--- src/rtl/ntru_pkg.sv ---
// Shared NTRU Rq0 decode constants and types.
// Frame geometry is derived from N and LOGQ.
package ntru_pkg;
  localparam int N      = 701;
  localparam int LOGQ   = 13;
  localparam int Q      = 1 << LOGQ;
  localparam int NBYTES = ((N - 1) * LOGQ + 7) / 8;
  localparam int ACCW   = 20;
  localparam int CNTW   = 5;
  localparam int RXW    = 11;
  localparam int IDXW   = 10;

  typedef logic [LOGQ-1:0] coef_t;

  typedef enum logic [1:0] {
    S_IDLE,
    S_RUN,
    S_FINAL,
    S_DONE
  } state_e;
endpackage

--- src/rtl/unpack_rq0_stream_if.sv ---
// Byte-in / coefficient-out handshake bundle for the Rq0 unpacker.
// slave = decoder side, master = producer/consumer side.
interface unpack_rq0_stream_if;
    import ntru_pkg::*;

    logic              start;
    logic [7:0]        in_byte;
    logic              in_valid;
    logic              in_ready;
    coef_t             coef;
    logic [IDXW-1:0]   coef_idx;
    logic              coef_valid;
    logic              coef_ready;
    logic              coef_last;
    logic              done;
    logic              pad_err;

    modport slave (
        input  start, in_byte, in_valid, coef_ready,
        output in_ready, coef, coef_idx, coef_valid,
        output coef_last, done, pad_err
    );

    modport master (
        output start, in_byte, in_valid, coef_ready,
        input  in_ready, coef, coef_idx, coef_valid,
        input  coef_last, done, pad_err
    );
endinterface

--- src/rtl/unpack_rq0_stream_last.sv ---
// Running coefficient sum mod q and its negation, which recovers the
// final Rq0 coefficient (all coefficients of an Rq0 poly sum to zero).
module rq0_last_coef
    import ntru_pkg::*;
(
    input  logic  clk,
    input  logic  rst_n,
    input  logic  clr_i,
    input  logic  add_i,
    input  coef_t coef_i,
    output coef_t neg_o
);

    coef_t sum_q, sum_d;

    always_comb begin
        sum_d = sum_q;
        if (clr_i) begin
            sum_d = '0;
        end else if (add_i) begin
            sum_d = sum_q + coef_i;
        end
    end

    always_ff @(posedge clk or negedge rst_n) begin
        if (!rst_n) begin
            sum_q <= '0;
        end else begin
            sum_q <= sum_d;
        end
    end

    assign neg_o = (~sum_q) + coef_t'(1);

endmodule

--- src/rtl/unpack_rq0_stream.sv ---
// Packed Rq0 stream decoder: 1138 bytes in, 701 13-bit coefficients out.
// Optional macro UNPACK_PAD_CHECK_EN flags nonzero pad bits in pad_err.
module unpack_rq0_stream
    import ntru_pkg::*;
(
    input  logic                clk,
    input  logic                rst_n,
    unpack_rq0_stream_if.slave  bus
);

    state_e          state_q, state_d;
    logic [ACCW-1:0] acc_q, acc_d;
    logic [CNTW-1:0] cnt_q, cnt_d;
    logic [RXW-1:0]  rx_q, rx_d;
    logic [IDXW-1:0] idx_q, idx_d;

    logic  in_rdy, c_vld, c_last, dn;
    logic  byte_hs, coef_hs, clr;
    coef_t c_out, neg;
    logic [IDXW-1:0] c_idx;

    always_comb begin
        state_d = state_q;
        acc_d   = acc_q;
        cnt_d   = cnt_q;
        rx_d    = rx_q;
        idx_d   = idx_q;
        in_rdy  = 1'b0;
        c_vld   = 1'b0;
        c_last  = 1'b0;
        c_out   = '0;
        c_idx   = '0;
        dn      = 1'b0;
        clr     = 1'b0;
        byte_hs = 1'b0;
        coef_hs = 1'b0;
        unique case (state_q)
            S_IDLE: begin
                if (bus.start) begin
                    state_d = S_RUN;
                    acc_d   = '0;
                    cnt_d   = '0;
                    rx_d    = '0;
                    idx_d   = '0;
                    clr     = 1'b1;
                end
            end
            S_RUN: begin
                in_rdy  = (cnt_q < CNTW'(LOGQ)) && (rx_q < RXW'(NBYTES));
                c_vld   = (cnt_q >= CNTW'(LOGQ));
                c_out   = acc_q[LOGQ-1:0];
                c_idx   = idx_q;
                byte_hs = in_rdy && bus.in_valid;
                coef_hs = c_vld && bus.coef_ready;
                if (byte_hs) begin
                    acc_d = acc_q | (ACCW'(bus.in_byte) << cnt_q);
                    cnt_d = cnt_q + CNTW'(8);
                    rx_d  = rx_q + RXW'(1);
                end
                if (coef_hs) begin
                    acc_d = acc_q >> LOGQ;
                    cnt_d = cnt_q - CNTW'(LOGQ);
                    idx_d = idx_q + IDXW'(1);
                    if (idx_q == IDXW'(N - 2)) begin
                        state_d = S_FINAL;
                    end
                end
            end
            S_FINAL: begin
                c_vld  = 1'b1;
                c_last = 1'b1;
                c_out  = neg;
                c_idx  = IDXW'(N - 1);
                if (bus.coef_ready) begin
                    state_d = S_DONE;
                end
            end
            S_DONE: begin
                dn      = 1'b1;
                state_d = S_IDLE;
            end
            default: state_d = S_IDLE;
        endcase
    end

    always_ff @(posedge clk or negedge rst_n) begin
        if (!rst_n) begin
            state_q <= S_IDLE;
            acc_q   <= '0;
            cnt_q   <= '0;
            rx_q    <= '0;
            idx_q   <= '0;
        end else begin
            state_q <= state_d;
            acc_q   <= acc_d;
            cnt_q   <= cnt_d;
            rx_q    <= rx_d;
            idx_q   <= idx_d;
        end
    end

    rq0_last_coef u_last (
        .clk    (clk),
        .rst_n  (rst_n),
        .clr_i  (clr),
        .add_i  (coef_hs),
        .coef_i (c_out),
        .neg_o  (neg)
    );

    assign bus.in_ready   = in_rdy;
    assign bus.coef_valid = c_vld;
    assign bus.coef       = c_out;
    assign bus.coef_idx   = c_idx;
    assign bus.coef_last  = c_last;
    assign bus.done       = dn;

`ifdef UNPACK_PAD_CHECK_EN
    // acc[16:13] are the pad bits left once coefficient N-2 shifts out
    logic pad_q;
    logic pad_set;

    assign pad_set = coef_hs && (idx_q == IDXW'(N - 2))
                     && (acc_q[LOGQ+3:LOGQ] != 4'd0);

    always_ff @(posedge clk or negedge rst_n) begin
        if (!rst_n) begin
            pad_q <= 1'b0;
        end else if (clr) begin
            pad_q <= 1'b0;
        end else if (pad_set) begin
            pad_q <= 1'b1;
        end
    end

    assign bus.pad_err = pad_q;
`else
    assign bus.pad_err = 1'b0;
`endif

endmodule

--- src/flat_wrapper.sv ---
// flat-port wrapper written by rule: the top's interface ports become plain ports
module unpack_rq0_stream_flat import ntru_pkg::*;
  (clk, rst_n, bus_start, bus_in_byte, bus_in_valid, bus_coef_ready, bus_in_ready, bus_coef, bus_coef_idx, bus_coef_valid, bus_coef_last, bus_done, bus_pad_err);
  unpack_rq0_stream_if bus_i ();
  input  logic clk;
  input  logic rst_n;
  input wire logic [$bits(bus_i.start)-1:0] bus_start;
  input wire logic [$bits(bus_i.in_byte)-1:0] bus_in_byte;
  input wire logic [$bits(bus_i.in_valid)-1:0] bus_in_valid;
  input wire logic [$bits(bus_i.coef_ready)-1:0] bus_coef_ready;
  output wire logic [$bits(bus_i.in_ready)-1:0] bus_in_ready;
  output wire logic [$bits(bus_i.coef)-1:0] bus_coef;
  output wire logic [$bits(bus_i.coef_idx)-1:0] bus_coef_idx;
  output wire logic [$bits(bus_i.coef_valid)-1:0] bus_coef_valid;
  output wire logic [$bits(bus_i.coef_last)-1:0] bus_coef_last;
  output wire logic [$bits(bus_i.done)-1:0] bus_done;
  output wire logic [$bits(bus_i.pad_err)-1:0] bus_pad_err;
  assign bus_i.start = bus_start;
  assign bus_i.in_byte = bus_in_byte;
  assign bus_i.in_valid = bus_in_valid;
  assign bus_i.coef_ready = bus_coef_ready;
  assign bus_in_ready = bus_i.in_ready;
  assign bus_coef = bus_i.coef;
  assign bus_coef_idx = bus_i.coef_idx;
  assign bus_coef_valid = bus_i.coef_valid;
  assign bus_coef_last = bus_i.coef_last;
  assign bus_done = bus_i.done;
  assign bus_pad_err = bus_i.pad_err;
  unpack_rq0_stream u_core (.clk(clk), .rst_n(rst_n), .bus(bus_i));
endmodule
--- config.mk ---
export PLATFORM = sky130hd
export DESIGN_NAME = unpack_rq0_stream_flat
export DESIGN_NICKNAME = d
export VERILOG_FILES = /design/src/rtl/ntru_pkg.sv /design/src/rtl/unpack_rq0_stream_if.sv /design/src/rtl/unpack_rq0_stream_last.sv /design/src/rtl/unpack_rq0_stream.sv /design/src/flat_wrapper.sv
export SDC_FILE = /design/constraint.sdc
export NUM_CORES = 1
export LEC_CHECK = 0
export CORE_MARGIN = 5
export CORE_UTILIZATION = 50
export CTS_BUF_LIST = sky130_fd_sc_hd__clkbuf_4 sky130_fd_sc_hd__clkbuf_8 sky130_fd_sc_hd__clkbuf_16
export CTS_CLUSTER_DIAMETER = 40
export DETAILED_ROUTE_END_ITERATION = 8
export PLACE_DENSITY = 0.8
export SLEW_MARGIN = 15
export SYNTH_ARGS = -nofsm -noshare
export SYNTH_HDL_FRONTEND = slang
export SYNTH_SLANG_ARGS = --single-unit
export TNS_END_PERCENT = 1
--- constraint.sdc ---
create_clock -name clk -period 3.15 [get_ports clk]
set_input_delay 0.315 -clock clk [delete_from_list [all_inputs] [get_ports clk]]
set_output_delay 0.315 -clock clk [all_outputs]
set_load 0.01 [all_outputs]
==> impl_metrics.env <==
export IMPL_outcome="finished, final reports clean"
export IMPL_cts_root_buf="clkbuf_8"
export IMPL_cts_tree="built"
export IMPL_drive_above_1_share_pct=15.9
export IMPL_synthFlopType="dfrtp_1"
export IMPL_io_pins=41
export IMPL_r2r_cells=13
export IMPL_cts_sinks=61
export IMPL_clkTransAtPathRegs_ns=0.08
export IMPL_placedInstanceArea_um2=5240
export IMPL_drc=0
export IMPL_vias_per_cell=6.21
export IMPL_cts_htree_levels=3
export IMPL_cap_violations=0
export IMPL_power_w=0.00507
export IMPL_regArea_um2=1530
export IMPL_fp_dieW_um=106
export IMPL_tightest_slew_ns=0.898
export IMPL_setup_viol=0
export IMPL_irDropWorstVdd_mv=0.454
export IMPL_initial_core_util_pct=50.8
export IMPL_finalHoldViolations=0
export IMPL_fin_nets=623
export IMPL_via_count=4354
export IMPL_area_delta_synth_final_pct=18.2
export IMPL_grt_start_max_net_pins=62
export IMPL_die_height_um=106
export IMPL_syn_nets=567
export IMPL_cp_arrival_ns=3.35
export IMPL_synth_enable_flop_cells=0
export IMPL_die_area_um2=11300
export IMPL_finalCriticalPeriod_ns=3.12
export IMPL_layout_commonest_cell="nand2_1"
export IMPL_worstSetupStartpointType="flip-flop"
export IMPL_routedWlPerCell_um=17.4
export IMPL_fmax_ghz=0.321
export IMPL_rsz0062_at_grt="yes"
export IMPL_rows=35
export IMPL_dr_first_iter_drc_count=280
export IMPL_required_ns=3.38
export IMPL_crit_path_top_delay_cell="dfrtp_1"
export IMPL_ys_warnings_count=0
export IMPL_antenna_found_initial=0
export IMPL_endpoint_kind="flip-flop"
export IMPL_placed_cells=685
export IMPL_ys_seq_area_share_pct=33.0
export IMPL_clock_latency_ns=0.35
export IMPL_layout_setup_ws_ns=0.0302
export IMPL_cp_max_fo=12
export IMPL_place_hpwl_um=9100
export IMPL_core_area_um2=9110
export IMPL_final_cell_area_um2=5470
export IMPL_period_share_pct=99.0
export IMPL_wirelength_um=12200
export IMPL_final_cell_mix="nand2_1, dfrtp_1, nor2_1"
export IMPL_firstDrtPassIters=5
export IMPL_ys_ff_latch=61
export IMPL_gp_congestion=0.957
export IMPL_synth_cells=530
export IMPL_p_leak_nw=2.38
export IMPL_drv_slew=0
export IMPL_critPathKind="reg2reg"
export IMPL_ys_types=78
export IMPL_portBuffers=39
export IMPL_grt_pass1_wl_um=20400
export IMPL_cts_buffer_depth=2
export IMPL_cts_buffers=9
export IMPL_grt_ovfl_total=0
export IMPL_grt_usage_pct=22.2
export IMPL_num_fill_cells=784
export IMPL_clock_skew_ns=0.0119
export IMPL_diodes=0
export IMPL_grt_pass1_vias=4200
export IMPL_whs_ns=0.0952
export IMPL_avgSynthCellArea_um2=8.73
export IMPL_cpPeakStageDelay_ns=0.41
export IMPL_multi_input_area_um2=2940
export IMPL_postSynth_asyncResetShare_pct=100
export IMPL_drtAntennaViolNets=0
export IMPL_fin_cells=701
export IMPL_crit_chain="inv_2 > ha_2 > and2_2 > buf_4 > nand2_1 > o21ai_1 > ha_1 > or2_1 > or3_1 > o2111ai_2 > buf_4 > nor3b_1 > o31ai_1"
export IMPL_cpMostUsedCell="buf_4"
export IMPL_syn_area_um2=4630
export IMPL_hold_buffers=0
export IMPL_max_slew_margin_pct=38.4
export IMPL_post_place_ws_ns=0.0182
export IMPL_p_per_area_nw_per_um2=928
export IMPL_min_path_type="in2async"
[state kept, by name, indices dropped and copies added, names as in the netlist]
| signal | cells |
|---|---|
| u_core.rx_q | 11 |
| u_core.state_q | 2 |
| u_core.u_last.sum_q | 13 |
| u_core.idx_q | 10 |
| u_core.cnt_q | 5 |
| u_core.acc_q | 20 |
[critical path: cells and delay by family, from the launching register on]
family	cells	cell delay, ns
AOI/OAI and AO/OA	3	0.42
buffers and inverters	3	0.44
adders and majority gates	2	0.56
DFF	1	0.41
and+or+nand+nor	5	1.17
[kinds of logic after synthesis]
logic type | count (synthesis) | synth area share [%]
other cells | 1 | 0.0810
flops | 61 | 33.0
simple gates | 197 | 21.1
compound gates | 161 | 24.8
fa+ha+maj | 24 | 6.65
xor+xnor | 22 | 4.16
buf+inv | 43 | 4.60
mux | 21 | 5.65
[worst paths after layout]
path | from | to | slack (ns)
setup / recovery | u_core.state_q[0] | u_core.u_last.sum_q[10] | 0.03
hold / removal | rst_n | u_core.rx_q[5] | 0.1
setup reg to reg | u_core.state_q[0] | u_core.u_last.sum_q[10] | 0.03
hold reg to reg | u_core.acc_q[5] | u_core.acc_q[5] | 0.49
max in group asynchronous | rst_n | u_core.u_last.sum_q[2] | 2.53
min in group clk | u_core.acc_q[5] | u_core.acc_q[5] | 0.49
[cell type report]
type / count / share of cell area [%]
tap: 111 / 2.54
inverter: 17 / 1.17
sequential: 61 / 27.9
clock inverter: 4 / 0.458
clock buffer: 11 / 2.65
multi-input combinational: 426 / 53.8
timing repair buffer: 71 / 11.4
[power breakdown]
part | leakage, nW | switching [W] | internal [W]
sequential | 0.771 | 0.000339 | 0.00106
clock | 0.0846 | 0.000325 | 0.000308
combinational | 1.53 | 0.00168 | 0.00136
[cells in the mapped netlist (5+ instances only)]
cell type / n / area [um2]
o21a_1: 10 / 75.1
dfrtp_1: 61 / 1530
o21ai_1: 13 / 65.1
and3_1: 10 / 62.6
and2_1: 6 / 37.5
ha_1: 23 / 288
a22o_1: 10 / 87.6
buf_2: 8 / 40.0
nor3_1: 15 / 75.1
a22oi_1: 6 / 45.0
clkbuf_1: 11 / 41.3
xnor2_1: 7 / 61.3
a31oi_1: 5 / 31.3
nor2_1: 43 / 161
mux2i_1: 10 / 100
mux2_2: 6 / 67.6
xor2_1: 15 / 131
or3_1: 5 / 31.3
inv_1: 15 / 56.3
a21oi_1: 24 / 120
nand4_1: 9 / 56.3
a211oi_1: 8 / 60.1
o211ai_1: 5 / 37.5
nand3_1: 16 / 80.1
o21ai_0: 33 / 165
nand2_1: 67 / 251
o22ai_1: 6 / 37.5
[timing repair]
action,in CTS,in global routing
gates resized for setup,0,16
buffers inserted,0,1
setup endpoints to repair,0,7
[metrics by stage]
stage	TNS [ns]	util (%)
3_5_place_dp	0	57.5
5_1_grt	-0.217	60.0
6_report	0	60.0
4_1_cts	0	59.4
3_3_place_gp	0	57.5
2_1_floorplan	0	-
[routing by layer]
| layer | global-route usage [%] | up-vias | routed length (um) |
|---|---|---|---|
| met5 | 0.476 | - | 0 |
| met4 | 8.23 | 0 | 246 |
| met3 | 3.40 | 22 | 724 |
| met2 | 37.1 | 159 | 5880 |
| met1 | 28.9 | 2111 | 5320 |
| li1 | - | 2062 | - |
Note: power is estimated with default switching activity, not from simulation.
